--- src/rtl/mem_wb_pipe_reg_if.sv ---
// Beat channel between pipeline stages: one valid/ready handshake carrying
// the register-file write-back fields of a single instruction.
interface mem_wb_pipe_reg_if #(
  parameter int RWIDTH = 5,
  parameter int WORD   = 32
);
  logic              valid;
  logic              ready;
  logic              reg_write;
  logic              mem_to_reg;
  logic [RWIDTH-1:0] mux8_out;
  logic [WORD-1:0]   read_data;
  logic [WORD-1:0]   alu_result;

  modport master (
    output valid, reg_write, mem_to_reg, mux8_out, read_data, alu_result,
    input  ready
  );

  modport slave (
    input  valid, reg_write, mem_to_reg, mux8_out, read_data, alu_result,
    output ready
  );
endinterface

--- src/rtl/mem_wb_pipe_reg.sv ---
// MEM->WB pipeline register with a two-entry skid buffer, synchronous flush,
// $0 write suppression, write-back data select and a saturating stall counter.
module mem_wb_pipe_reg #(
  parameter int RWIDTH = 5,
  parameter int WORD   = 32,
  parameter int CNTW   = 16
) (
  input  logic            clk,
  input  logic            rst_n,
  input  logic            flush,
  mem_wb_pipe_reg_if.slave  mem,
  mem_wb_pipe_reg_if.master wb,
  output logic [WORD-1:0] write_data,
  output logic            write_en,
  output logic [CNTW-1:0] stall_count
);

  typedef struct packed {
    logic              reg_write;
    logic              mem_to_reg;
    logic [RWIDTH-1:0] mux8_out;
    logic [WORD-1:0]   read_data;
    logic [WORD-1:0]   alu_result;
  } beat_t;

  typedef enum logic [1:0] {
    EMPTY = 2'd0,
    ONE   = 2'd1,
    FULL  = 2'd2
  } state_t;

  state_t          state;
  beat_t           head;
  beat_t           skid;
  beat_t           incoming;
  logic            ready_q;
  logic [CNTW-1:0] stall_q;
  logic            acc;
  logic            pop;

  // Writes to $0 are discarded at capture so WB never needs to re-check the index.
  always_comb begin
    incoming            = '0;
    incoming.reg_write  = mem.reg_write & (mem.mux8_out != '0);
    incoming.mem_to_reg = mem.mem_to_reg;
    incoming.mux8_out   = mem.mux8_out;
    incoming.read_data  = mem.read_data;
    incoming.alu_result = mem.alu_result;
  end

  assign acc = mem.valid & ready_q;
  assign pop = wb.valid & wb.ready;

  always_ff @(posedge clk or negedge rst_n) begin
    if (!rst_n) begin
      state   <= EMPTY;
      head    <= '0;
      skid    <= '0;
      ready_q <= 1'b1;
      stall_q <= '0;
    end else begin
      if (wb.valid && !wb.ready && stall_q != {CNTW{1'b1}})
        stall_q <= stall_q + CNTW'(1);

      if (flush) begin
        state   <= EMPTY;
        ready_q <= 1'b1;
      end else begin
        case (state)
          EMPTY: begin
            if (acc) begin
              head  <= incoming;
              state <= ONE;
            end
          end
          ONE: begin
            if (acc && pop) begin
              head <= incoming;
            end else if (acc) begin
              skid    <= incoming;
              state   <= FULL;
              ready_q <= 1'b0;
            end else if (pop) begin
              state <= EMPTY;
            end
          end
          FULL: begin
            // Ready stays low here, so the skid entry is the only possible refill.
            if (pop) begin
              head    <= skid;
              state   <= ONE;
              ready_q <= 1'b1;
            end
          end
          default: begin
            state   <= EMPTY;
            ready_q <= 1'b1;
          end
        endcase
      end
    end
  end

  assign mem.ready     = ready_q;
  assign wb.valid      = (state != EMPTY);
  assign wb.reg_write  = head.reg_write;
  assign wb.mem_to_reg = head.mem_to_reg;
  assign wb.mux8_out   = head.mux8_out;
  assign wb.read_data  = head.read_data;
  assign wb.alu_result = head.alu_result;

  assign write_data  = head.mem_to_reg ? head.read_data : head.alu_result;
  assign write_en    = wb.valid & wb.ready & head.reg_write;
  assign stall_count = stall_q;

endmodule

--- src/flat_wrapper.sv ---
// flat-port wrapper written by rule: the top's interface ports become plain ports
module mem_wb_pipe_reg_flat 
#(
  parameter int RWIDTH = 5,
  parameter int WORD   = 32,
  parameter int CNTW   = 16
)
  (clk, rst_n, flush, write_data, write_en, stall_count, mem_valid, mem_reg_write, mem_mem_to_reg, mem_mux8_out, mem_read_data, mem_alu_result, mem_ready, wb_valid, wb_reg_write, wb_mem_to_reg, wb_mux8_out, wb_read_data, wb_alu_result, wb_ready);
  mem_wb_pipe_reg_if #(.RWIDTH(RWIDTH), .WORD(WORD)) mem_i ();
  mem_wb_pipe_reg_if #(.RWIDTH(RWIDTH), .WORD(WORD)) wb_i ();
  input  logic clk;
  input  logic rst_n;
  input  logic flush;
  output logic [WORD-1:0] write_data;
  output logic write_en;
  output logic [CNTW-1:0] stall_count;
  input wire logic [$bits(mem_i.valid)-1:0] mem_valid;
  input wire logic [$bits(mem_i.reg_write)-1:0] mem_reg_write;
  input wire logic [$bits(mem_i.mem_to_reg)-1:0] mem_mem_to_reg;
  input wire logic [$bits(mem_i.mux8_out)-1:0] mem_mux8_out;
  input wire logic [$bits(mem_i.read_data)-1:0] mem_read_data;
  input wire logic [$bits(mem_i.alu_result)-1:0] mem_alu_result;
  output wire logic [$bits(mem_i.ready)-1:0] mem_ready;
  output wire logic [$bits(wb_i.valid)-1:0] wb_valid;
  output wire logic [$bits(wb_i.reg_write)-1:0] wb_reg_write;
  output wire logic [$bits(wb_i.mem_to_reg)-1:0] wb_mem_to_reg;
  output wire logic [$bits(wb_i.mux8_out)-1:0] wb_mux8_out;
  output wire logic [$bits(wb_i.read_data)-1:0] wb_read_data;
  output wire logic [$bits(wb_i.alu_result)-1:0] wb_alu_result;
  input wire logic [$bits(wb_i.ready)-1:0] wb_ready;
  assign mem_i.valid = mem_valid;
  assign mem_i.reg_write = mem_reg_write;
  assign mem_i.mem_to_reg = mem_mem_to_reg;
  assign mem_i.mux8_out = mem_mux8_out;
  assign mem_i.read_data = mem_read_data;
  assign mem_i.alu_result = mem_alu_result;
  assign mem_ready = mem_i.ready;
  assign wb_valid = wb_i.valid;
  assign wb_reg_write = wb_i.reg_write;
  assign wb_mem_to_reg = wb_i.mem_to_reg;
  assign wb_mux8_out = wb_i.mux8_out;
  assign wb_read_data = wb_i.read_data;
  assign wb_alu_result = wb_i.alu_result;
  assign wb_i.ready = wb_ready;
  mem_wb_pipe_reg #(.RWIDTH(RWIDTH), .WORD(WORD), .CNTW(CNTW)) u_core (.clk(clk), .rst_n(rst_n), .flush(flush), .mem(mem_i), .wb(wb_i), .write_data(write_data), .write_en(write_en), .stall_count(stall_count));
endmodule
--- config.mk ---
export PLATFORM = sky130hd
export DESIGN_NAME = mem_wb_pipe_reg_flat
export DESIGN_NICKNAME = d
export VERILOG_FILES = /design/src/rtl/mem_wb_pipe_reg_if.sv /design/src/rtl/mem_wb_pipe_reg.sv /design/src/flat_wrapper.sv
export SDC_FILE = /design/constraint.sdc
export NUM_CORES = 1
export LEC_CHECK = 0
export ABC_AREA = 0
export BUFFER_PORTS_ARGS = -buffer_cell sky130_fd_sc_hd__buf_4
export CAP_MARGIN = 20
export CORE_MARGIN = 8
export CORE_UTILIZATION = 45
export CTS_BUF_LIST = sky130_fd_sc_hd__clkbuf_16
export CTS_CLUSTER_DIAMETER = 30
export CTS_CLUSTER_SIZE = 28
export DETAILED_ROUTE_END_ITERATION = 10
export GPL_ROUTABILITY_DRIVEN = 1
export PLACE_DENSITY = 0.7
export SETUP_SLACK_MARGIN = 0.15
export SLEW_MARGIN = 40
export SYNTH_ARGS = -nofsm -noshare
export SYNTH_HDL_FRONTEND = slang
export SYNTH_SLANG_ARGS = --single-unit
export TNS_END_PERCENT = 100
--- constraint.sdc ---
create_clock -name clk -period 4.75 [get_ports clk]
set_clock_uncertainty 0.2 [all_clocks]
set_input_delay 0.475 -clock clk [delete_from_list [all_inputs] [get_ports clk]]
set_output_delay 0.475 -clock clk [all_outputs]
set_load 0.1 [all_outputs]
==> flow_metrics.py <==
metrics = {
    "critical_path": {
        "start_kind": "flop",
        "cpMostUsedCell": "buf_4",
        "cp_slowest_cell": "dfrtp_2",
        "required_ps": 4070,
        "cp.arrival_ps": 2050,
        "worstSetupEndpointType": "output pin",
        "path_cells": "buf_4 > mux2_2 > buf_4",
        "rrSetupSlack_ps": 2180,
        "path_max_fanout": 19,
        "critical-path-max-stage-delay_ps": 660,
        "critical_path_class": "reg -> out",
    },
    "synth": {
        "yosys_most_used_dff": "dfrtp_1",
        "yosysSeqAreaShare_pct": 53.47,
        "synth-seq-cells": 161,
        "yosysWarnings": 0,
        "synth_cells": 517,
        "syn-cell-area_sq_um": 7537,
        "postSynthAreaPerCell_sq_um": 14.58,
        "synth_cell_type_count": 42,
        "syn-num-nets": 594,
        "async_reset_ff_share_pct": 100.0,
        "synth_edf_count": 0,
    },
    "clock_network": {
        "htreeDepth": 4,
        "clkSinkCount": 161,
        "clk_latency_ps": 420,
        "cts_resized": 0,
        "cts_hold_buf": 1,
        "clockBufferDepth": 2,
        "cts_tree": "yes",
        "numCtsBuffers": 17,
        "path_clk_slew_ps": 60,
        "postCtsSetupRepairBufs": 0,
        "clock-root-buffer": "clkbuf_16",
    },
    "power": {
        "ir_drop_v": 0.0005567,
        "leakage_nw": 4.394,
        "cellPowerDensity_nw_per_um2": 675.4,
    },
    "routing": {
        "met2_length_microns": 8502,
        "drt-met1-wl_microns": 7701,
        "dr.pass1.iters": 4,
        "met3_wirelength_microns": 1206,
        "totalWireLength_microns": 17670,
        "vias_per_cell": 5.204,
        "drc": 0,
        "num_vias": 4918,
        "first_iter_violations": 153,
        "top_layer": "met4",
        "routedWlPerCell_microns": 18.69,
        "drtAntennaViolNets": 0,
    },
    "finish": {
        "final_layout_size_suffix_gt1_share_pct": 67.72,
        "largest_register": "u_core.skid",
        "regArea_sq_um": 4031,
        "fillers": 1316,
        "layout_commonest_cell": "mux2_2",
        "finalInstanceArea_sq_um": 9804,
        "nets": 789,
        "area_delta_synth_final_pct": 30.08,
        "largest_reg_flops": 71,
        "num_antenna_cells": 0,
        "multiInputGateArea_sq_um": 3327,
        "final_cells": 945,
        "final_cell_mix": "mux2_2 (244), buf_4 (199), dfrtp_1 (159), clkbuf_16 (17), xnor2_1 (12)",
    },
    "timing": {
        "max_slew.worst_pin.slew_ps": 791.5,
        "fin_hold_ws_ps": 66.17,
        "fin_crit_sh_pct": 57.40,
        "finalHoldViolations": 0,
        "fmax_mhz": 366.8,
        "setup_viol": 0,
        "tns_ps": 0,
        "drv_slew": 0,
        "fin_ws_ps": 2024,
        "rsz0062_at_grt": "false",
        "slew_headroom_pct": 47.23,
        "period_needed_ps": 2726,
    },
    "placement": {
        "dp.final_hpwl_microns": 12430,
        "dp_slack_ps": 2109,
        "gp_congestion": 0.7580,
        "placed_area_sq_um": 9243,
        "dpl.cell_count": 912,
        "io_buffer_count": 197,
    },
    "floorplan": {
        "coreArea_sq_um": 16470,
        "io_pins": 198,
        "rows": 47,
        "die_y_microns": 145.4,
        "die_w_microns": 145.4,
        "start_util_pct": 45.78,
        "die_area_sq_um": 21150,
    },
    "grt": {
        "grt_antenna_before_repair": 0,
        "grt_max_degree": 98,
        "grtUsageTotal_pct": 17.04,
        "grt_pass1_wl_microns": 29280,
        "grt_overflow": 0,
        "grt_pass1_vias": 5569,
    },
    "flow_run": {
        "maxCapViolations": 0,
    },
    "worst_hold_path": {
        "hold_path.class": "in -> reg",
    },
    "outcome": {
        "outcome": "finished clean",
    },
}
## cell usage after synthesis (2+ instances only)
master / instances / area [sq um]
buf_2: 17 / 85.08
mux2_2: 244 / 2748
nand2_1: 8 / 30.03
nor2_1: 6 / 22.52
nor2b_1: 3 / 18.77
nand3_1: 5 / 25.02
nand4_1: 4 / 25.02
mux2i_1: 2 / 20.02
o21ai_0: 3 / 15.01
a21oi_1: 2 / 10.01
dfrtp_1: 160 / 4004
o21ai_1: 4 / 20.02
and3_1: 3 / 18.77
clkbuf_1: 4 / 15.01
o21bai_1: 3 / 22.52
xnor2_1: 12 / 105.1
buf_6: 8 / 90.09
inv_1: 2 / 7.510
nor3_1: 4 / 20.02
## metal layers
| metal | GRT usage [%] | vias to the layer above |
|---|---|---|
| met1 | 20.25 | 2475 |
| met2 | 27.87 | 146 |
| met5 | 0 | - |
| li1 | - | 2277 |
| met4 | 5.726 | 0 |
| met3 | 6.530 | 20 |
## path summary, 6_finish.rpt
path,from,to,depth (start not counted)
max,u_core.wb.mem_to_reg,write_data[30],3
min reg2reg,u_core.skid[52],u_core.skid[52],1
min,flush,u_core.state[0],2
max reg2reg,u_core.state[0],u_core.wb.read_data[8],7
max in group asynchronous,rst_n,u_core.skid[52],3
min in group asynchronous,rst_n,u_core.stall_count[15],2
## power by group
group          internal, mW  switching, mW  leakage (nW)  total, mW
clock network         0.714          0.542         0.260       1.26
logic                 0.842           2.49          2.18       3.33
registers              1.76          0.277          1.95       2.03
total                  3.31           3.31          4.39       6.62
## metrics by stage
step / util (%) / power (mW)
floorplan: - / 4.651
global placement: 55.75 / 5.330
detailed placement: 56.13 / 5.410
CTS: 59.51 / 6.690
global route: 59.54 / 6.883
finish: 59.54 / 6.622
## cell type report
type	count	share of cell area (%)
clock buffer	17	4.339
clock inverter	15	1.238
inverter	2	0.07657
multi-input combinational	324	33.93
sequential	161	41.12
tap	220	2.808
timing repair buffer	206	16.49
## critical path, delay by kind of cell (launching register included)
| kind | cells | cell delay, ps |
|---|---|---|
| flip-flops | 1 | 660 |
| buffers and inverters | 2 | 590 |
| multiplexers | 1 | 380 |
## logic make-up (layout without fill, tap and decap cells)
| family | Yosys count | count (layout) | share of synthesized area (%) |
|---|---|---|---|
| mux | 247 | 247 | 36.87 |
| flops | 161 | 161 | 53.47 |
| simple gates | 42 | 42 | 3.287 |
| buf+inv | 32 | 240 | 2.722 |
| compound gates | 22 | 22 | 2.092 |
| xor+xnor | 12 | 12 | 1.394 |
| fa+ha+maj | 1 | 1 | 0.1660 |
No activity file was read; power rests on OpenSTA's default activity.
